==> config.mk <==
export PLATFORM = sky130hd
export DESIGN_NAME = cycle_sequencer_flat
export DESIGN_NICKNAME = d
export VERILOG_FILES = /design/src/rtl/cycle_sequencer_if.sv /design/src/rtl/cycle_sequencer.sv /design/src/flat_wrapper.sv
export SDC_FILE = /design/constraint.sdc
export NUM_CORES = 1
export LEC_CHECK = 0
export ABC_AREA = 1
export CORE_UTILIZATION = 30
export DETAILED_ROUTE_END_ITERATION = 6
export GPL_TIMING_DRIVEN = 0
export PLACE_DENSITY_LB_ADDON = 0.08
export SLEW_MARGIN = 20
export SYNTH_ARGS = -nofsm -noshare
export SYNTH_HDL_FRONTEND = slang
export SYNTH_SLANG_ARGS = --single-unit
==> constraint.sdc <==
create_clock -name fclk -period 2.2 [get_ports fclk]
set_clock_uncertainty 0.05 [all_clocks]
set_input_delay 0.55 -clock fclk [delete_from_list [all_inputs] [get_ports fclk]]
set_output_delay 0.55 -clock fclk [all_outputs]
set_load 0.02 [all_outputs]
==> src/rtl/cycle_sequencer_if.sv <==
// Bus bundle between the cycle sequencer, the timing generator and the decoder.
// The master drives the timing/decoder inputs; the slave is the sequencer itself.
interface cycle_sequencer_if;
    logic [1:0] q;
    logic       rdy;
    logic       op_valid;
    logic [3:0] op_len;
    logic [7:0] op_wr_mask;
    logic       irq_req;
    logic       nmi_req;
    logic       i_flag;
    logic [3:0] t_state;
    logic [1:0] seq_state;
    logic       sync;
    logic       rw_n;
    logic       bus_en;
    logic [1:0] vec_sel;
    logic       int_ack;
    logic       cyc_adv;

    modport master (
        output q, rdy, op_valid, op_len, op_wr_mask, irq_req, nmi_req, i_flag,
        input  t_state, seq_state, sync, rw_n, bus_en, vec_sel, int_ack, cyc_adv
    );

    modport slave (
        input  q, rdy, op_valid, op_len, op_wr_mask, irq_req, nmi_req, i_flag,
        output t_state, seq_state, sync, rw_n, bus_en, vec_sel, int_ack, cyc_adv
    );
endinterface

==> src/rtl/cycle_sequencer.sv <==
// 65C02 CPU-cycle scheduler: steps the reset, fetch, execute and interrupt-entry
// T-state machine once per CPU cycle and drives the per-cycle bus controls.
module cycle_sequencer #(
    parameter int MAX_T        = 8,
    parameter int RESET_CYCLES = 7,
    parameter int INT_CYCLES   = 7
) (
    input logic               fclk,
    input logic               reset,
    cycle_sequencer_if.slave  bus
);

    localparam logic [1:0] ST_RST   = 2'b00;
    localparam logic [1:0] ST_FETCH = 2'b01;
    localparam logic [1:0] ST_EXEC  = 2'b10;
    localparam logic [1:0] ST_INT   = 2'b11;

    localparam logic [3:0] T_RST_LAST = 4'(RESET_CYCLES - 1);
    localparam logic [3:0] T_INT_LAST = 4'(INT_CYCLES - 1);
    localparam logic [3:0] LEN_MAX    = 4'(MAX_T);

    // Instruction length clamped to [2, MAX_T]; a fetch plus at least one execute cycle.
    function automatic logic [3:0] clamp_len(input logic [3:0] len);
        if (len < 4'd2) begin
            clamp_len = 4'd2;
        end else if (len > LEN_MAX) begin
            clamp_len = LEN_MAX;
        end else begin
            clamp_len = len;
        end
    endfunction

    logic [1:0] state_r, state_s;
    logic [3:0] t_r, t_s;
    logic [3:0] len_r, len_s;
    logic [7:0] mask_r, mask_s;
    logic       nmi_q_r, nmi_pend_r, nmi_pend_s, nmi_edge_s;
    logic       int_entry_s, take_nmi_s;
    logic       cyc_adv_s;
    logic       sync_r, sync_s;
    logic       rw_n_r, rw_n_s;
    logic       bus_en_r;
    logic [1:0] vec_sel_r, vec_sel_s;
    logic       int_ack_r;

    assign cyc_adv_s  = (bus.q == 2'd3) & bus.rdy;
    assign nmi_edge_s = bus.nmi_req & ~nmi_q_r;

    assign bus.cyc_adv   = cyc_adv_s;
    assign bus.t_state   = t_r;
    assign bus.seq_state = state_r;
    assign bus.sync      = sync_r;
    assign bus.rw_n      = rw_n_r;
    assign bus.bus_en    = bus_en_r;
    assign bus.vec_sel   = vec_sel_r;
    assign bus.int_ack   = int_ack_r;

    // State register: sequencer state, T-counter, latched instruction info, NMI edge tracking.
    always_ff @(posedge fclk) begin
        if (reset) begin
            state_r    <= ST_RST;
            t_r        <= 4'd0;
            len_r      <= 4'd2;
            mask_r     <= 8'h00;
            nmi_q_r    <= bus.nmi_req;
            nmi_pend_r <= 1'b0;
        end else begin
            state_r    <= state_s;
            t_r        <= t_s;
            len_r      <= len_s;
            mask_r     <= mask_s;
            nmi_q_r    <= bus.nmi_req;
            nmi_pend_r <= nmi_pend_s;
        end
    end

    // Next-state logic: only a CPU-cycle advance moves the machine.
    always_comb begin
        state_s     = state_r;
        t_s         = t_r;
        len_s       = len_r;
        mask_s      = mask_r;
        int_entry_s = 1'b0;
        take_nmi_s  = 1'b0;
        if (cyc_adv_s) begin
            case (state_r)
                ST_RST: begin
                    if (t_r == T_RST_LAST) begin
                        state_s = ST_FETCH;
                        t_s     = 4'd0;
                    end else begin
                        t_s = t_r + 4'd1;
                    end
                end
                ST_FETCH: begin
                    if (nmi_pend_r | (bus.irq_req & ~bus.i_flag)) begin
                        state_s     = ST_INT;
                        t_s         = 4'd0;
                        int_entry_s = 1'b1;
                        take_nmi_s  = nmi_pend_r;
                    end else if (bus.op_valid) begin
                        state_s = ST_EXEC;
                        t_s     = 4'd1;
                        len_s   = clamp_len(bus.op_len);
                        mask_s  = bus.op_wr_mask;
                    end else begin
                        t_s = 4'd0;
                    end
                end
                ST_EXEC: begin
                    if (t_r == (len_r - 4'd1)) begin
                        state_s = ST_FETCH;
                        t_s     = 4'd0;
                    end else begin
                        t_s = t_r + 4'd1;
                    end
                end
                ST_INT: begin
                    if (t_r == T_INT_LAST) begin
                        state_s = ST_FETCH;
                        t_s     = 4'd0;
                    end else begin
                        t_s = t_r + 4'd1;
                    end
                end
                default: begin
                    state_s = ST_RST;
                    t_s     = 4'd0;
                end
            endcase
        end else begin
            state_s = state_r;
        end
        // A fresh edge on the entry cycle keeps the NMI pending.
        nmi_pend_s = nmi_edge_s | (nmi_pend_r & ~take_nmi_s);
    end

    // Output decode from the upcoming state, so registered outputs line up with the state.
    always_comb begin
        sync_s = (state_s == ST_FETCH);
        case (state_s)
            ST_RST:   rw_n_s = 1'b1;
            ST_FETCH: rw_n_s = 1'b1;
            ST_EXEC:  rw_n_s = ~mask_s[t_s[2:0]];
            ST_INT:   rw_n_s = ~((t_s >= 4'd2) && (t_s <= 4'd4));
            default:  rw_n_s = 1'b1;
        endcase
        if (int_entry_s) begin
            vec_sel_s = take_nmi_s ? 2'b10 : 2'b11;
        end else if ((state_s == ST_FETCH) && (state_r != ST_FETCH)) begin
            vec_sel_s = 2'b00;
        end else begin
            vec_sel_s = vec_sel_r;
        end
    end

    // Output registers; bus_en stays low for the first fclk after reset releases.
    always_ff @(posedge fclk) begin
        if (reset) begin
            sync_r    <= 1'b0;
            rw_n_r    <= 1'b1;
            bus_en_r  <= 1'b0;
            vec_sel_r <= 2'b01;
            int_ack_r <= 1'b0;
        end else begin
            sync_r    <= sync_s;
            rw_n_r    <= rw_n_s;
            bus_en_r  <= 1'b1;
            vec_sel_r <= vec_sel_s;
            int_ack_r <= int_entry_s;
        end
    end

endmodule

==> src/flat_wrapper.sv <==
// flat-port wrapper written by rule: the top's interface ports become plain ports
module cycle_sequencer_flat 
#(
    parameter int MAX_T        = 8,
    parameter int RESET_CYCLES = 7,
    parameter int INT_CYCLES   = 7
)
  (fclk, reset, bus_q, bus_rdy, bus_op_valid, bus_op_len, bus_op_wr_mask, bus_irq_req, bus_nmi_req, bus_i_flag, bus_t_state, bus_seq_state, bus_sync, bus_rw_n, bus_bus_en, bus_vec_sel, bus_int_ack, bus_cyc_adv);
  cycle_sequencer_if bus_i ();
  input logic fclk;
  input logic reset;
  input wire logic [$bits(bus_i.q)-1:0] bus_q;
  input wire logic [$bits(bus_i.rdy)-1:0] bus_rdy;
  input wire logic [$bits(bus_i.op_valid)-1:0] bus_op_valid;
  input wire logic [$bits(bus_i.op_len)-1:0] bus_op_len;
  input wire logic [$bits(bus_i.op_wr_mask)-1:0] bus_op_wr_mask;
  input wire logic [$bits(bus_i.irq_req)-1:0] bus_irq_req;
  input wire logic [$bits(bus_i.nmi_req)-1:0] bus_nmi_req;
  input wire logic [$bits(bus_i.i_flag)-1:0] bus_i_flag;
  output wire logic [$bits(bus_i.t_state)-1:0] bus_t_state;
  output wire logic [$bits(bus_i.seq_state)-1:0] bus_seq_state;
  output wire logic [$bits(bus_i.sync)-1:0] bus_sync;
  output wire logic [$bits(bus_i.rw_n)-1:0] bus_rw_n;
  output wire logic [$bits(bus_i.bus_en)-1:0] bus_bus_en;
  output wire logic [$bits(bus_i.vec_sel)-1:0] bus_vec_sel;
  output wire logic [$bits(bus_i.int_ack)-1:0] bus_int_ack;
  output wire logic [$bits(bus_i.cyc_adv)-1:0] bus_cyc_adv;
  assign bus_i.q = bus_q;
  assign bus_i.rdy = bus_rdy;
  assign bus_i.op_valid = bus_op_valid;
  assign bus_i.op_len = bus_op_len;
  assign bus_i.op_wr_mask = bus_op_wr_mask;
  assign bus_i.irq_req = bus_irq_req;
  assign bus_i.nmi_req = bus_nmi_req;
  assign bus_i.i_flag = bus_i_flag;
  assign bus_t_state = bus_i.t_state;
  assign bus_seq_state = bus_i.seq_state;
  assign bus_sync = bus_i.sync;
  assign bus_rw_n = bus_i.rw_n;
  assign bus_bus_en = bus_i.bus_en;
  assign bus_vec_sel = bus_i.vec_sel;
  assign bus_int_ack = bus_i.int_ack;
  assign bus_cyc_adv = bus_i.cyc_adv;
  cycle_sequencer #(.MAX_T(MAX_T), .RESET_CYCLES(RESET_CYCLES), .INT_CYCLES(INT_CYCLES)) u_core (.fclk(fclk), .reset(reset), .bus(bus_i));
endmodule
==> results.json <==
{
  "status": "complete, no violations",
  "cts_root_buf": "clkbuf_8",
  "async_reset_ff_frac": 0,
  "wire_per_inst_um": 10.85,
  "drcViolationCount": 0,
  "timing.fmax_mhz": 483.2,
  "dp.cells": 291,
  "n_antenna_cell": 0,
  "core_area_mm2": 0.004504,
  "cts_hold_buf": 0,
  "crit_top_cell": "nand3_1",
  "netlist-cell-type-count": 31,
  "dp_hpwl_um": 2473,
  "globalplace.congestion": 0.7452,
  "arrival_ns": 2.23,
  "grt_pass1_vias": 1232,
  "slew_headroom": 0.6550,
  "syn_avg_cell_area_um2": 7.027,
  "ys_ff_latch": 26,
  "ioPinCount": 34,
  "areaGrowthSynthToFinish_pct": 38.46,
  "r2r-end": "u_core.bus.rw_n",
  "peakVddDrop_v": 0.0002639,
  "critPathRequiredTime_ns": 2.36,
  "clock_sinks": 26,
  "power_density_mw_per_mm2": 421.4,
  "r2r_setup_slack_ns": 0.20,
  "pre_cts_slack_ns": -0.4358,
  "clock_path_buffers": 2,
  "finalCriticalPeriod_ns": 2.070,
  "die-area_mm2": 0.005107,
  "min-delay-start": "u_core.bus.vec_sel[1]",
  "numPortBuffers": 33,
  "rr_startpoint": "u_core.len_r[1]",
  "end_kind": "flip-flop",
  "grt_antenna_before_repair": 0,
  "ant_nets": 0,
  "post_drt_via_cell_ratio": 4.437,
  "vias": 1340,
  "setup-tns-final_ns": 0,
  "synth_ff_type": "dfxtp_1",
  "cpMaxStageDelayCell": "clkdlybuf4s50_1",
  "cts_tree": "built",
  "die_w_um": 71.47,
  "stdcell_count": 302,
  "maxCapViolCount": 0,
  "worstSetupStartpointType": "primary input",
  "ys_warn_count": 0,
  "drt-pass1-iter-count": 4,
  "utilization": 0.4450,
  "fin_nets": 279,
  "crit_path_max_incr_delay_ns": 0.47,
  "finalMaxSlewViolations": 0,
  "r2r_cells": 15,
  "track_usage": 0.1384,
  "finalSetupViolations": 0,
  "cp_max_fo": 9,
  "htree_num_levels": 1,
  "worstPathCellList": "clkdlybuf4s50_1 > inv_2 > a21oi_4 > nand2_4 > nor2_8 > inv_6 > or2_0 > o21a_1 > nand3_1 > nand3_1 > nand3_1 > nand3_1 > nand2_1",
  "power.total_mw": 0.8446,
  "synthesis.area_mm2": 0.001448,
  "fill_cells": 463,
  "min_to": "u_core.bus.vec_sel[1]",
  "leakage_nw": 0.8852,
  "period_share": 0.9408,
  "grt_pass1_wl_um": 5664,
  "start_util": 0.3214,
  "grt_max_degree": 14,
  "syn_nets": 233,
  "clkTransAtPathRegs_ns": 0.08,
  "hp-class": "reg2reg",
  "clk_latency_ns": 0.26,
  "drt_iter0_drc": 31,
  "hold_viol_final": 0,
  "design_area_mm2": 0.002004,
  "fin_ws_ns": 0.1303,
  "syn_inst": 206,
  "path_class": "in2reg",
  "timing.hold.ws_ns": 0.4232,
  "place_area_mm2": 0.001843,
  "drive_above_1_share": 0.1400,
  "grt-ovfl-total": 0,
  "drt_wl_total_um": 3278,
  "synth_edf_count": 0,
  "hold_depth": 2,
  "rows": 24,
  "ys_seq_area_frac": 0.3596,
  "tightest_slew_ns": 0.5174,
  "cts_buffers": 3,
  "dieHeight_um": 71.47
}
## final cells by class
class / instances / area (um2) / share of cell area
Timing Repair Buffer: 42 / 406.6 / 0.2029
Sequential cell: 26 / 525.5 / 0.2622
Multi-Input combinational cell: 143 / 825.8 / 0.4120
Tap cell: 52 / 65.06 / 0.03246
Buffer: 2 / 7.507 / 0.003745
Inverter: 34 / 132.6 / 0.06617
Clock buffer: 3 / 41.29 / 0.02060
## cells in the mapped netlist, drive strengths merged, types with 2 or more instances
library cell	number	area share
a31oi	2	0.0086
inv	33	0.087
o21ai	3	0.010
o21a	8	0.041
xnor2	2	0.012
nor2	25	0.081
clkbuf	2	0.0052
nand3	20	0.078
nand2	52	0.14
xor2	2	0.012
a21oi	7	0.032
o22ai	2	0.0086
ha	6	0.052
dfxtp	26	0.36
or2	8	0.035
## how the worst max path moves through the flow
stage	startpoint	to	slack, ns	cells past startpoint
4_1_cts	u_core.len_r[0]	u_core.bus.rw_n	0.01	15
5_1_grt	u_core.len_r[1]	u_core.bus.rw_n	-0.02	15
3_3_place_gp	bus_rdy	u_core.bus.rw_n	-0.43	14
2_1_floorplan	u_core.bus.seq_state[0]	u_core.bus.rw_n	0.19	14
3_5_place_dp	bus_rdy	u_core.bus.rw_n	-0.44	14
6_report	bus_i_flag	u_core.bus.rw_n	0.13	13
## flip-flops by register name (all words and copies together) (netlist names)
name                  cells
u_core.bus.sync           1
u_core.bus.int_ack        1
u_core.bus.rw_n           1
u_core.bus.seq_state      2
u_core.bus.vec_sel        2
u_core.bus.bus_en         1
u_core.len_r              4
u_core.mask_r             8
u_core.bus.t_state        4
u_core.nmi_pend_r         1
u_core.nmi_q_r            1
## critical path: cells and delay by family
family	cells	cell delay (ns)
compound gates	2	0.29
buf+inv	3	0.56
simple gates	8	0.81
## cells by family (layout without fill, tap and decap cells)
kind of cell / Yosys count / after routing / share of synthesized area
and+or+nand+nor: 108 / 108 / 0.3449
buffers and inverters: 37 / 81 / 0.1029
xor gates and xnor gates: 4 / 4 / 0.02420
AOI/OAI and AO/OA: 25 / 25 / 0.1167
adders and majority gates: 6 / 6 / 0.05186
DFF: 26 / 26 / 0.3596
## routing by layer
metal	up-vias	wire (um)	global-route usage
li1	740	-	-
met1	570	1714	0.2023
met2	26	1449	0.2148
met3	4	82	0.01688
met4	0	31	0.03922
met5	-	0	0
## power breakdown
group / internal (mW) / switching [mW]
clock: 0.123 / 0.141
combinational: 0.0554 / 0.0484
sequential: 0.473 / 0.00435
## cell usage in the layout, fill, tap and decap left out, drive strengths merged
cell	instances
a211oi	1
a21boi	1
a21oi	7
a31oi	2
buf	9
clkbuf	5
clkdlybuf4s15	1
clkdlybuf4s50	29
clkinv	1
dfxtp	26
dlymetal6s2s	3
ha	6
inv	33
nand2	52
nand3	20
nand3b	1
nand4	1
nor2	25
nor3	1
o211ai	1
o21a	8
o21ai	3
o22ai	2
or2	8
xnor2	2
xor2	2
## what timing repair did
| item | CTS | global route |
|---|---|---|
| resized for setup | 6 | 19 |
| pin swaps | 5 | 15 |
| buffers inserted | 5 | 4 |
| endpoints found under the setup margin | 2 | 2 |
Power figures use the tool's default switching activity.
